<file path="src/rtl/cpu_pkg.sv">
// Shared EX/DM definitions: access-size encodings, control bundle and
// the lane-mask / natural-alignment helpers used at beat capture.
package cpu_pkg;

   typedef enum logic [1:0] {
      MEM_BYTE = 2'd0,
      MEM_HALF = 2'd1,
      MEM_WORD = 2'd2,
      MEM_RSVD = 2'd3
   } mem_size_e;

   typedef struct packed {
      logic mem_read;
      logic mem_write;
      logic mem_to_reg;
      logic reg_write;
   } ctrl_t;

   // Helpers are sized for the widest supported datapath (1024 bits);
   // callers truncate the mask to their own lane count.
   localparam int MAX_BE_W   = 128;
   localparam int LANE_IDX_W = 7;

   function automatic logic [MAX_BE_W-1:0] byte_enable(
      input mem_size_e             size,
      input logic [LANE_IDX_W-1:0] lane
   );
      logic [MAX_BE_W-1:0] mask;
      mask = {MAX_BE_W{1'b0}};
      case (size)
         MEM_BYTE: mask = 128'd1 << lane;
         MEM_HALF: mask = 128'd3 << lane;
         // Word lanes start on the enclosing 4-byte boundary.
         MEM_WORD: mask = 128'hF << {lane[LANE_IDX_W-1:2], 2'b00};
         default:  mask = {MAX_BE_W{1'b0}};
      endcase
      return mask;
   endfunction

   function automatic logic access_misaligned(
      input mem_size_e             size,
      input logic [LANE_IDX_W-1:0] lane
   );
      logic mis;
      mis = 1'b1;
      case (size)
         MEM_BYTE: mis = 1'b0;
         MEM_HALF: mis = lane[0];
         MEM_WORD: mis = |lane[1:0];
         default:  mis = 1'b1;
      endcase
      return mis;
   endfunction

endpackage

</file>
<file path="src/rtl/skid_slot.sv">
// One payload register with a valid bit; clear wins over load, and the
// payload holds its value when cleared.
module skid_slot #(
   parameter int W = 8
) (
   input  logic         clk,
   input  logic         rst,
   input  logic         load,
   input  logic         clear,
   input  logic [W-1:0] d,
   output logic         valid,
   output logic [W-1:0] q
);

   // Valid flag and payload storage.
   always_ff @(posedge clk or posedge rst) begin
      if (rst) begin
         valid <= 1'b0;
         q     <= {W{1'b0}};
      end else if (clear) begin
         valid <= 1'b0;
      end else if (load) begin
         valid <= 1'b1;
         q     <= d;
      end else begin
         valid <= valid;
         q     <= q;
      end
   end

endmodule

</file>
<file path="src/rtl/ex_dm_pipe_reg.sv">
// Elastic EX->DM pipeline register: main slot drives DM, skid slot absorbs
// the one beat already in flight when DM stalls.
module ex_dm_pipe_reg
   import cpu_pkg::*;
#(
   parameter  int DATA_WIDTH = 32,
   parameter  int REG_ADDR_W = 5,
   localparam int BE_W       = DATA_WIDTH / 8
) (
   input  logic                  clk,
   input  logic                  rst,
   input  logic                  flush,
   input  logic                  up_valid,
   output logic                  up_ready,
   input  logic [DATA_WIDTH-1:0] alu_result,
   input  logic [DATA_WIDTH-1:0] store_data_in,
   input  logic                  mem_read_in,
   input  logic                  mem_write_in,
   input  logic                  mem_to_reg_in,
   input  logic                  reg_write_in,
   input  logic [REG_ADDR_W-1:0] rd_in,
   input  logic [1:0]            mem_size_in,
   output logic                  dn_valid,
   input  logic                  dn_ready,
   output logic [DATA_WIDTH-1:0] mem_addr,
   output logic [DATA_WIDTH-1:0] store_data_out,
   output logic                  mem_read_out,
   output logic                  mem_write_out,
   output logic                  mem_to_reg_out,
   output logic                  reg_write_out,
   output logic [REG_ADDR_W-1:0] rd_out,
   output logic [BE_W-1:0]       byte_en,
   output logic                  misaligned
);

   localparam int LANE_W = $clog2(BE_W);

   typedef struct packed {
      logic [DATA_WIDTH-1:0] addr;
      logic [DATA_WIDTH-1:0] store_data;
      ctrl_t                 ctrl;
      logic [REG_ADDR_W-1:0] rd;
      logic [BE_W-1:0]       be;
      logic                  mis;
   } beat_t;

   localparam int BEAT_W = $bits(beat_t);

   // State is the pair (main_valid, skid_valid); 01 is unreachable.
   typedef enum logic [1:0] {
      ST_EMPTY = 2'b00,
      ST_BAD   = 2'b01,
      ST_ONE   = 2'b10,
      ST_FULL  = 2'b11
   } state_e;

   logic [LANE_IDX_W-1:0] lane;
   beat_t                 in_beat;
   beat_t                 main_beat;
   logic [BEAT_W-1:0]     main_d;
   logic [BEAT_W-1:0]     main_q;
   logic [BEAT_W-1:0]     skid_q;
   logic                  main_valid;
   logic                  skid_valid;
   logic                  main_load;
   logic                  main_clear;
   logic                  main_from_skid;
   logic                  skid_load;
   logic                  skid_clear;
   logic                  accept;
   logic                  deliver;
   state_e                state;

   // Build the incoming beat, including lane mask and alignment check.
   always_comb begin
      lane = {LANE_IDX_W{1'b0}};
      lane[LANE_W-1:0] = alu_result[LANE_W-1:0];
      in_beat.addr            = alu_result;
      in_beat.store_data      = store_data_in;
      in_beat.be              = BE_W'(byte_enable(mem_size_e'(mem_size_in), lane));
      in_beat.mis             = access_misaligned(mem_size_e'(mem_size_in), lane);
      in_beat.ctrl.mem_read   = mem_read_in  & ~in_beat.mis;
      in_beat.ctrl.mem_write  = mem_write_in & ~in_beat.mis;
      in_beat.ctrl.mem_to_reg = mem_to_reg_in;
      in_beat.ctrl.reg_write  = reg_write_in;
      in_beat.rd              = rd_in;
   end

   assign up_ready = ~skid_valid;
   assign accept   = up_valid & up_ready;
   assign deliver  = main_valid & dn_ready;
   assign state    = state_e'({main_valid, skid_valid});

   // Next-state decode expressed as slot load/clear strobes.
   always_comb begin
      main_load      = 1'b0;
      main_clear     = 1'b0;
      main_from_skid = 1'b0;
      skid_load      = 1'b0;
      skid_clear     = 1'b0;
      if (flush) begin
         main_clear = 1'b1;
         skid_clear = 1'b1;
      end else begin
         case (state)
            ST_EMPTY: begin
               if (accept) begin
                  main_load = 1'b1;
               end else begin
                  main_load = 1'b0;
               end
            end
            ST_ONE: begin
               if (deliver && accept) begin
                  main_load = 1'b1;
               end else if (deliver) begin
                  main_clear = 1'b1;
               end else if (accept) begin
                  skid_load = 1'b1;
               end else begin
                  main_load = 1'b0;
               end
            end
            ST_FULL: begin
               if (deliver) begin
                  main_load      = 1'b1;
                  main_from_skid = 1'b1;
                  skid_clear     = 1'b1;
               end else begin
                  main_load = 1'b0;
               end
            end
            default: begin
               main_clear = 1'b1;
               skid_clear = 1'b1;
            end
         endcase
      end
   end

   assign main_d = main_from_skid ? skid_q : BEAT_W'(in_beat);

   skid_slot #(.W(BEAT_W)) u_main (
      .clk   (clk),
      .rst   (rst),
      .load  (main_load),
      .clear (main_clear),
      .d     (main_d),
      .valid (main_valid),
      .q     (main_q)
   );

   skid_slot #(.W(BEAT_W)) u_skid (
      .clk   (clk),
      .rst   (rst),
      .load  (skid_load),
      .clear (skid_clear),
      .d     (BEAT_W'(in_beat)),
      .valid (skid_valid),
      .q     (skid_q)
   );

   assign main_beat      = beat_t'(main_q);
   assign dn_valid       = main_valid;
   assign mem_addr       = main_beat.addr;
   assign store_data_out = main_beat.store_data;
   assign mem_read_out   = main_beat.ctrl.mem_read;
   assign mem_write_out  = main_beat.ctrl.mem_write;
   assign mem_to_reg_out = main_beat.ctrl.mem_to_reg;
   assign reg_write_out  = main_beat.ctrl.reg_write;
   assign rd_out         = main_beat.rd;
   assign byte_en        = main_beat.be;
   assign misaligned     = main_beat.mis;

endmodule
</file>
<file path="config.mk">
export PLATFORM = sky130hd
export DESIGN_NAME = ex_dm_pipe_reg
export DESIGN_NICKNAME = d
export VERILOG_FILES = /design/src/rtl/cpu_pkg.sv /design/src/rtl/skid_slot.sv /design/src/rtl/ex_dm_pipe_reg.sv
export SDC_FILE = /design/constraint.sdc
export NUM_CORES = 1
export LEC_CHECK = 0
export ABC_AREA = 1
export BUFFER_PORTS_ARGS = -buffer_cell sky130_fd_sc_hd__buf_4
export CAP_MARGIN = 15
export CORE_MARGIN = 1
export CORE_UTILIZATION = 32
export CTS_CLUSTER_DIAMETER = 200
export CTS_CLUSTER_SIZE = 8
export DETAILED_ROUTE_END_ITERATION = 7
export GPL_TIMING_DRIVEN = 0
export PLACE_DENSITY_LB_ADDON = 0.2
export SLEW_MARGIN = 0
export SYNTH_ARGS = -nofsm -noshare
export SYNTH_HDL_FRONTEND = slang
export SYNTH_SLANG_ARGS = --single-unit
export TNS_END_PERCENT = 20
</file>
<file path="constraint.sdc">
create_clock -name clk -period 4.6 [get_ports clk]
set_clock_uncertainty 0.15 [all_clocks]
set_input_delay 0.23 -clock clk [delete_from_list [all_inputs] [get_ports clk]]
set_output_delay 0.23 -clock clk [all_outputs]
set_load 0.05 [all_outputs]
</file>
==> flow_summary.ini, run 1 <==
[pwr]
clkPwrFrac_pct = 25.9
powerDensity_mw_per_mm2 = 557.2
p_sw_share_pct = 40.10
p_switching_mw = 2.244
total_power_mw = 5.596
p_leak_nw = 5.431
p_int_mw = 3.352
vdd_drop_max_uv = 244.2
share_seq_of_total_power_pct = 38.5
power_frac_comb_pct = 35.6

[timing]
max_slew.worst_pin.slew_ps = 527.9
timing.fmax_mhz = 411.5
finalSetupTns_ps = 0
period_minus_slack_ps = 2430
setup_viol = 0
fin_crit_sh_pct = 52.83
rsz0062_at_grt = false
maxSlewHeadroom_pct = 64.80
hold_violations = 0
slew_violations = 0

[cts]
cts.clk_slew.worst_paths_ps = 70
post_cts_buffers = 0
cts.sinks = 158
cts_resized = 0
clk_latency_ps = 430
cts_max_path_buffers = 2
cts-root-buf = clkbuf_16
htree_levels = 4
cts_buffers = 17
cts_tree = done

[detailed_routing]
drc = 0
drt-total-wl_um = 19730
wl_per_cell_um = 13.41
drtIter0Drc = 261
firstDrtPassIters = 7
routed-via-count = 6484
ant_nets = 0
viasPerCell = 4.408

[worst_setup_path]
end_kind = flip-flop
cp.depth = 9
r2r_cells = 9
path_cells = inv_1 > ha_1 > inv_1 > o21ai_1 > nor2_1 > nand3_2 > clkbuf_1 > nand2_1 > o21ai_0
critPathArrivalTime_ps = 2560
critical-path-top-delay-family = simple AND/OR/NAND/NOR gates
cpPeakStageDelay_ps = 490
critical_path_buf_inv_count = 3
slowest_stage = dfrtp_1
required_ps = 4730
startpoint_type = flip-flop
cp_common_cell = inv_1
path_max_fanout = 10
worstSetupPathType = flip-flop to flip-flop

[floorplanning]
core-area_mm2 = 0.02176
die_h_um = 150.9
start_util_pct = 32.63
fp.dieW_um = 150.9
die_area_mm2 = 0.02278
io_pins = 160
std_cell_rows = 54

[layout]
diodes = 0
multiInputGateArea_mm2 = 0.002670
finalNetCount = 1263
final_util_pct = 46.16
seqCellArea_mm2 = 0.003954
fillCellCount = 2212
drive_gt1_share_pct = 19.90
area_growth_pct = 41.50

[synthesis]
yosysWarnings = 0
synth_top_area_cell = dfrtp_1
syn_inst = 924
avgSynthCellArea_um2 = 7.682
ys_seq_area_share_pct = 55.70
synth_cell_types = 20
syn_nets = 1009
syn_area_mm2 = 0.007098
synth_area_leaders = dfrtp_1 56%, nand2_1 28%, o21ai_0 6.9%, inv_1 3.1%, buf_2 2.0%
synth_seq_cells = 158
yosysTopAreaCellShare_pct = 55.70

[global_route]
grt_usage_pct = 18.32
antenna_found_initial = 0
grt_pass1_vias = 6338
grt_first_pass_wirelength_um = 32290
grt_overflow = 0
grt_max_degree = 40

[job]
drv_cap = 0

[hold_path]
min_path_type = input pin to flip-flop
hold_depth = 4

[placement]
place.gp.congestion = 0.7782
dp_hpwl_um = 13370
io_buffers = 159

[status]
status = finished clean
-- area by class of cell --
class	count	area share (%)
Clock inverter	14	1.570
Buffer	50	2.442
Inverter	61	2.317
Sequential cell	158	39.37
Tap cell	280	3.488
Clock buffer	18	4.373
Multi-Input combinational cell	655	26.59
Timing Repair Buffer	235	19.86
-- Yosys cell counts --
cell type  number
a21boi_0        1
nor3_1          1
clkbuf_1       16
ha_1            5
nand3_2         1
o21ai_0        98
nand3_1         8
inv_2           2
nor2_2          1
o21ai_1         1
dfrtp_1       158
nor2_1          7
inv_1          58
a21oi_1         2
nand2_1       523
or2_2           3
nand4_1         4
buf_4           6
buf_2          28
clkinv_1        1
-- per-layer routing --
| metal | GRT usage [%] | wire (um) |
|---|---|---|
| met5 | 0 | 0 |
| met4 | 5.050 | 202 |
| met3 | 3.976 | 998 |
| met2 | 28.85 | 9065 |
| met1 | 25.30 | 9458 |
-- what timing repair did --
action	4_1_cts	5_1_grt
hold buffers	72	0
endpoints found under the hold margin	123	0
setup endpoints to repair	0	0
-- layout by cell type, fill, tap and decap left out, drive strengths merged, types with 3 or more instances in the layout --
master / netlist / routed
nand2: 523 / 523
buf: 34 / 197
dfrtp: 158 / 158
o21ai: 99 / 99
dlygate4sd3: 0 / 72
inv: 60 / 63
clkbuf: 16 / 34
nand3: 9 / 9
nor2: 8 / 8
clkinv: 1 / 6
ha: 5 / 5
nand4: 4 / 4
clkinvlp: 0 / 4
or2: 3 / 3
-- worst paths after layout --
kind	slack, ps	end	startpoint
worst min register to register	330	u_skid.q[7]	u_skid.q[7]
worst max-delay path	2170	u_main.q[0]	u_main.valid
min in group asynchronous	210	u_skid.q[56]	rst
worst max register to register	2170	u_main.q[0]	u_main.valid
worst min-delay path	20	u_skid.valid	dn_ready
max in group asynchronous	3060	u_main.q[37]	rst
-- registers in the layout (all words and copies together) (netlist names) --
name          cells
u_skid.q         78
u_skid.valid      1
u_main.q         78
u_main.valid      1
-- power groups by stage --
stage	Combinational (mW)	Clock [mW]	Sequential (mW)
after detailed placement	1.96	0	2.18
final	1.99	1.45	2.16
after global routing	2.16	1.53	2.22
after global placement	1.93	0	2.17
after CTS	2.01	1.48	2.16
after floorplan	0.485	0	3.00
-- worst reg2reg max path: stages, from the launching register on --
cell	delay [ps]
dfrtp_1	490
inv_1	140
ha_1	310
inv_1	50
o21ai_1	60
nor2_1	200
nand3_2	320
clkbuf_1	370
nand2_1	120
o21ai_0	80
-- stage by stage --
step	instances	setup WS [ps]	hold WS [ps]	cell area, um^2
global placement	1363	995.3	287.7	8646
detailed placement	1367	2134	109.2	8726
global route	1471	1962	60.68	10040
finish	1471	2170	19.30	10040
CTS	1471	2112	11.50	10040
floorplan	924	2219	189.6	7102
-- logic make-up (layout without fill, tap and decap cells) --
logic type | Yosys count | count (layout) | synth area share (%)
simple gates | 548 | 548 | 29.51
flops | 158 | 158 | 55.70
buf+inv | 111 | 378 | 6.681
compound gates | 102 | 102 | 7.227
fa+ha+maj | 5 | 5 | 0.8814
(Power assumes the default switching activity.)
==> run 2: changes to the inputs <==
clock period = 2.5 ns   (was 4.6 ns; I/O delays follow)
==> run 2 against run 1 <==
  * Hold slack improved by 71 ps
  * Clock power increased by 83%
  * Setup slack worse by 1900 ps
  * Register-to-register slack got worse by 1900 ps
  * Die area is the same
  * First-iteration DRC count is 5.7% lower
  * Routed wire length rose by 0.48%
  * Cell area up 0.95%
  * Power up 84%
  * Combinational power is 85% higher
  * Clock-buffer cell count unchanged
==> flow_summary.ini, run 2 (synthesized netlist as in run 1, its figures left out) <==
[hold_path]
hold_path.startpoint = up_valid
min_path_type = input pin to flip-flop
hold_depth = 7
min_to = u_main.valid

[cts]
clk_latency_ps = 420
post_cts_buffers = 0
cts.clk_slew.worst_paths_ps = 70
htree_levels = 4
cts_buffers = 17
cts-root-buf = clkbuf_16
cts_tree = done
cts.sinks = 158
cts_max_path_buffers = 2

[global_route]
grt_usage_pct = 18.34
grt_first_pass_wirelength_um = 32360
grt_pass1_vias = 6380
antenna_found_initial = 0
grt_overflow = 0
grt_max_degree = 40

[worst_setup_path]
path_cells = inv_1 > ha_1 > inv_1 > o21ai_1 > nor2_2 > inv_2 > nor2_2 > buf_4 > buf_4 > nand2_1 > nand2_1
required_ps = 2710
startpoint_type = flip-flop
path_max_fanout = 10
cpPeakStageDelay_ps = 490
r2r-end = u_main.q[7]
r2r_cells = 11
rrSetupSlack_ps = 230
critPathArrivalTime_ps = 2480
worstSetupPathType = flip-flop to flip-flop
reg2reg_from = u_main.valid
slowest_stage = dfrtp_1
end_kind = flip-flop

[pwr]
p_leak_nw = 5.472
vdd_drop_max_uv = 447.4
total_power_mw = 10.32
powerDensity_mw_per_mm2 = 1018

[floorplanning]
core-area_mm2 = 0.02176
die_h_um = 150.9
start_util_pct = 32.63
std_cell_rows = 54
fp.dieW_um = 150.9
io_pins = 160
die_area_mm2 = 0.02278

[detailed_routing]
wl_per_cell_um = 13.40
firstDrtPassIters = 4
drc = 0
routed-via-count = 6520
viasPerCell = 4.408
ant_nets = 0
drtIter0Drc = 246
drt-total-wl_um = 19820

[placement]
place.gp.congestion = 0.7782
placed_area_mm2 = 0.008726
io_buffers = 159
dp_hpwl_um = 13370

[timing]
fin_crit_sh_pct = 90.68
setup_viol = 0
finalSetupTns_ps = 0
rsz0062_at_grt = false
maxSlewHeadroom_pct = 65.57
hold_violations = 0
timing.fmax_mhz = 441.1
max_slew.worst_pin.slew_ps = 516.5
slew_violations = 0
period_minus_slack_ps = 2267

[layout]
diodes = 0
layout_commonest_cell = nand2_1
final_area_mm2 = 0.01014
finalNetCount = 1271
reg_top3 = u_main.q x78, u_skid.q x78
drive_gt1_share_pct = 20.18
fillCellCount = 2203
layout_common_cells = 523 x nand2_1, 165 x buf_4, 158 x dfrtp_1
area_growth_pct = 42.83

[job]
drv_cap = 0

[status]
status = finished clean
[run 2: cell count changes in the layout (fill, tap and decap cells not counted), sizes merged]
cell / delta
dlygate4sd3: +8
[run 2: worst max-delay path by stage]
stage	start	to	slack, ps	depth (start not counted)
floorplan	rst	u_main.q[0]	220	1
global placement	rst	u_main.q[22]	-1000	2
detailed placement	u_main.valid	u_main.q[0]	30	9
CTS	u_main.valid	u_main.q[0]	10	9
global route	u_main.valid	u_main.q[37]	60	11
finish	u_main.valid	u_main.q[7]	230	11
[run 2: report_power, final]
group	switching [mW]	total, mW	internal [mW]	leakage [nW]
Sequential	0.498	3.97	3.47	2.02
Clock	1.15	2.66	1.52	0.284
Combinational	2.49	3.69	1.19	3.17
[run 2: per-layer routing]
| metal | GRT usage (%) | up-vias | wire length (um) |
|---|---|---|---|
| li1 | - | 3342 | - |
| met1 | 25.36 | 3014 | 9542 |
| met2 | 28.90 | 149 | 9097 |
| met3 | 3.916 | 15 | 973 |
| met4 | 5.050 | 0 | 204 |
| met5 | 0 | - | 0 |
[run 2: worst max-delay path, delay by kind of cell, from the launching register on]
family | cells | cell delay, ps
adder cells (fa/ha/maj) | 1 | 300
AO/OA/AOI/OAI | 1 | 70
buffers and inverters | 5 | 700
AND/OR/NAND/NOR | 4 | 480
flip-flops | 1 | 490
[run 2: layout make-up]
type                            instances  area, um^2  area share, %
Buffer                                 50       250.2          2.468
Clock buffer                           18       439.2          4.332
Clock inverter                         14       157.7          1.555
Inverter                               61       232.7          2.295
Multi-Input combinational cell        655        2680          26.43
Sequential cell                       158        3954          39.00
Tap cell                              280       350.3          3.456
Timing Repair Buffer                  243        2074          20.46
[run 2: timing repair]
item	CTS	global route
hold buffers	80	0
endpoints found under the hold margin	198	0
gates resized for setup	0	10
setup endpoints to repair	0	69
[run 2: metrics by stage]
step	hold slack [ps]	std cells	setup slack [ps]	utilization (%)
after global routing	123.1	1479	57.74	46.60
after CTS	55.72	1479	12.42	46.53
after global placement	182.7	1363	-999.7	39.74
after detailed placement	4.240	1367	34.20	40.11
after floorplan	84.62	924	224.1	-
final	90.01	1479	232.9	46.60
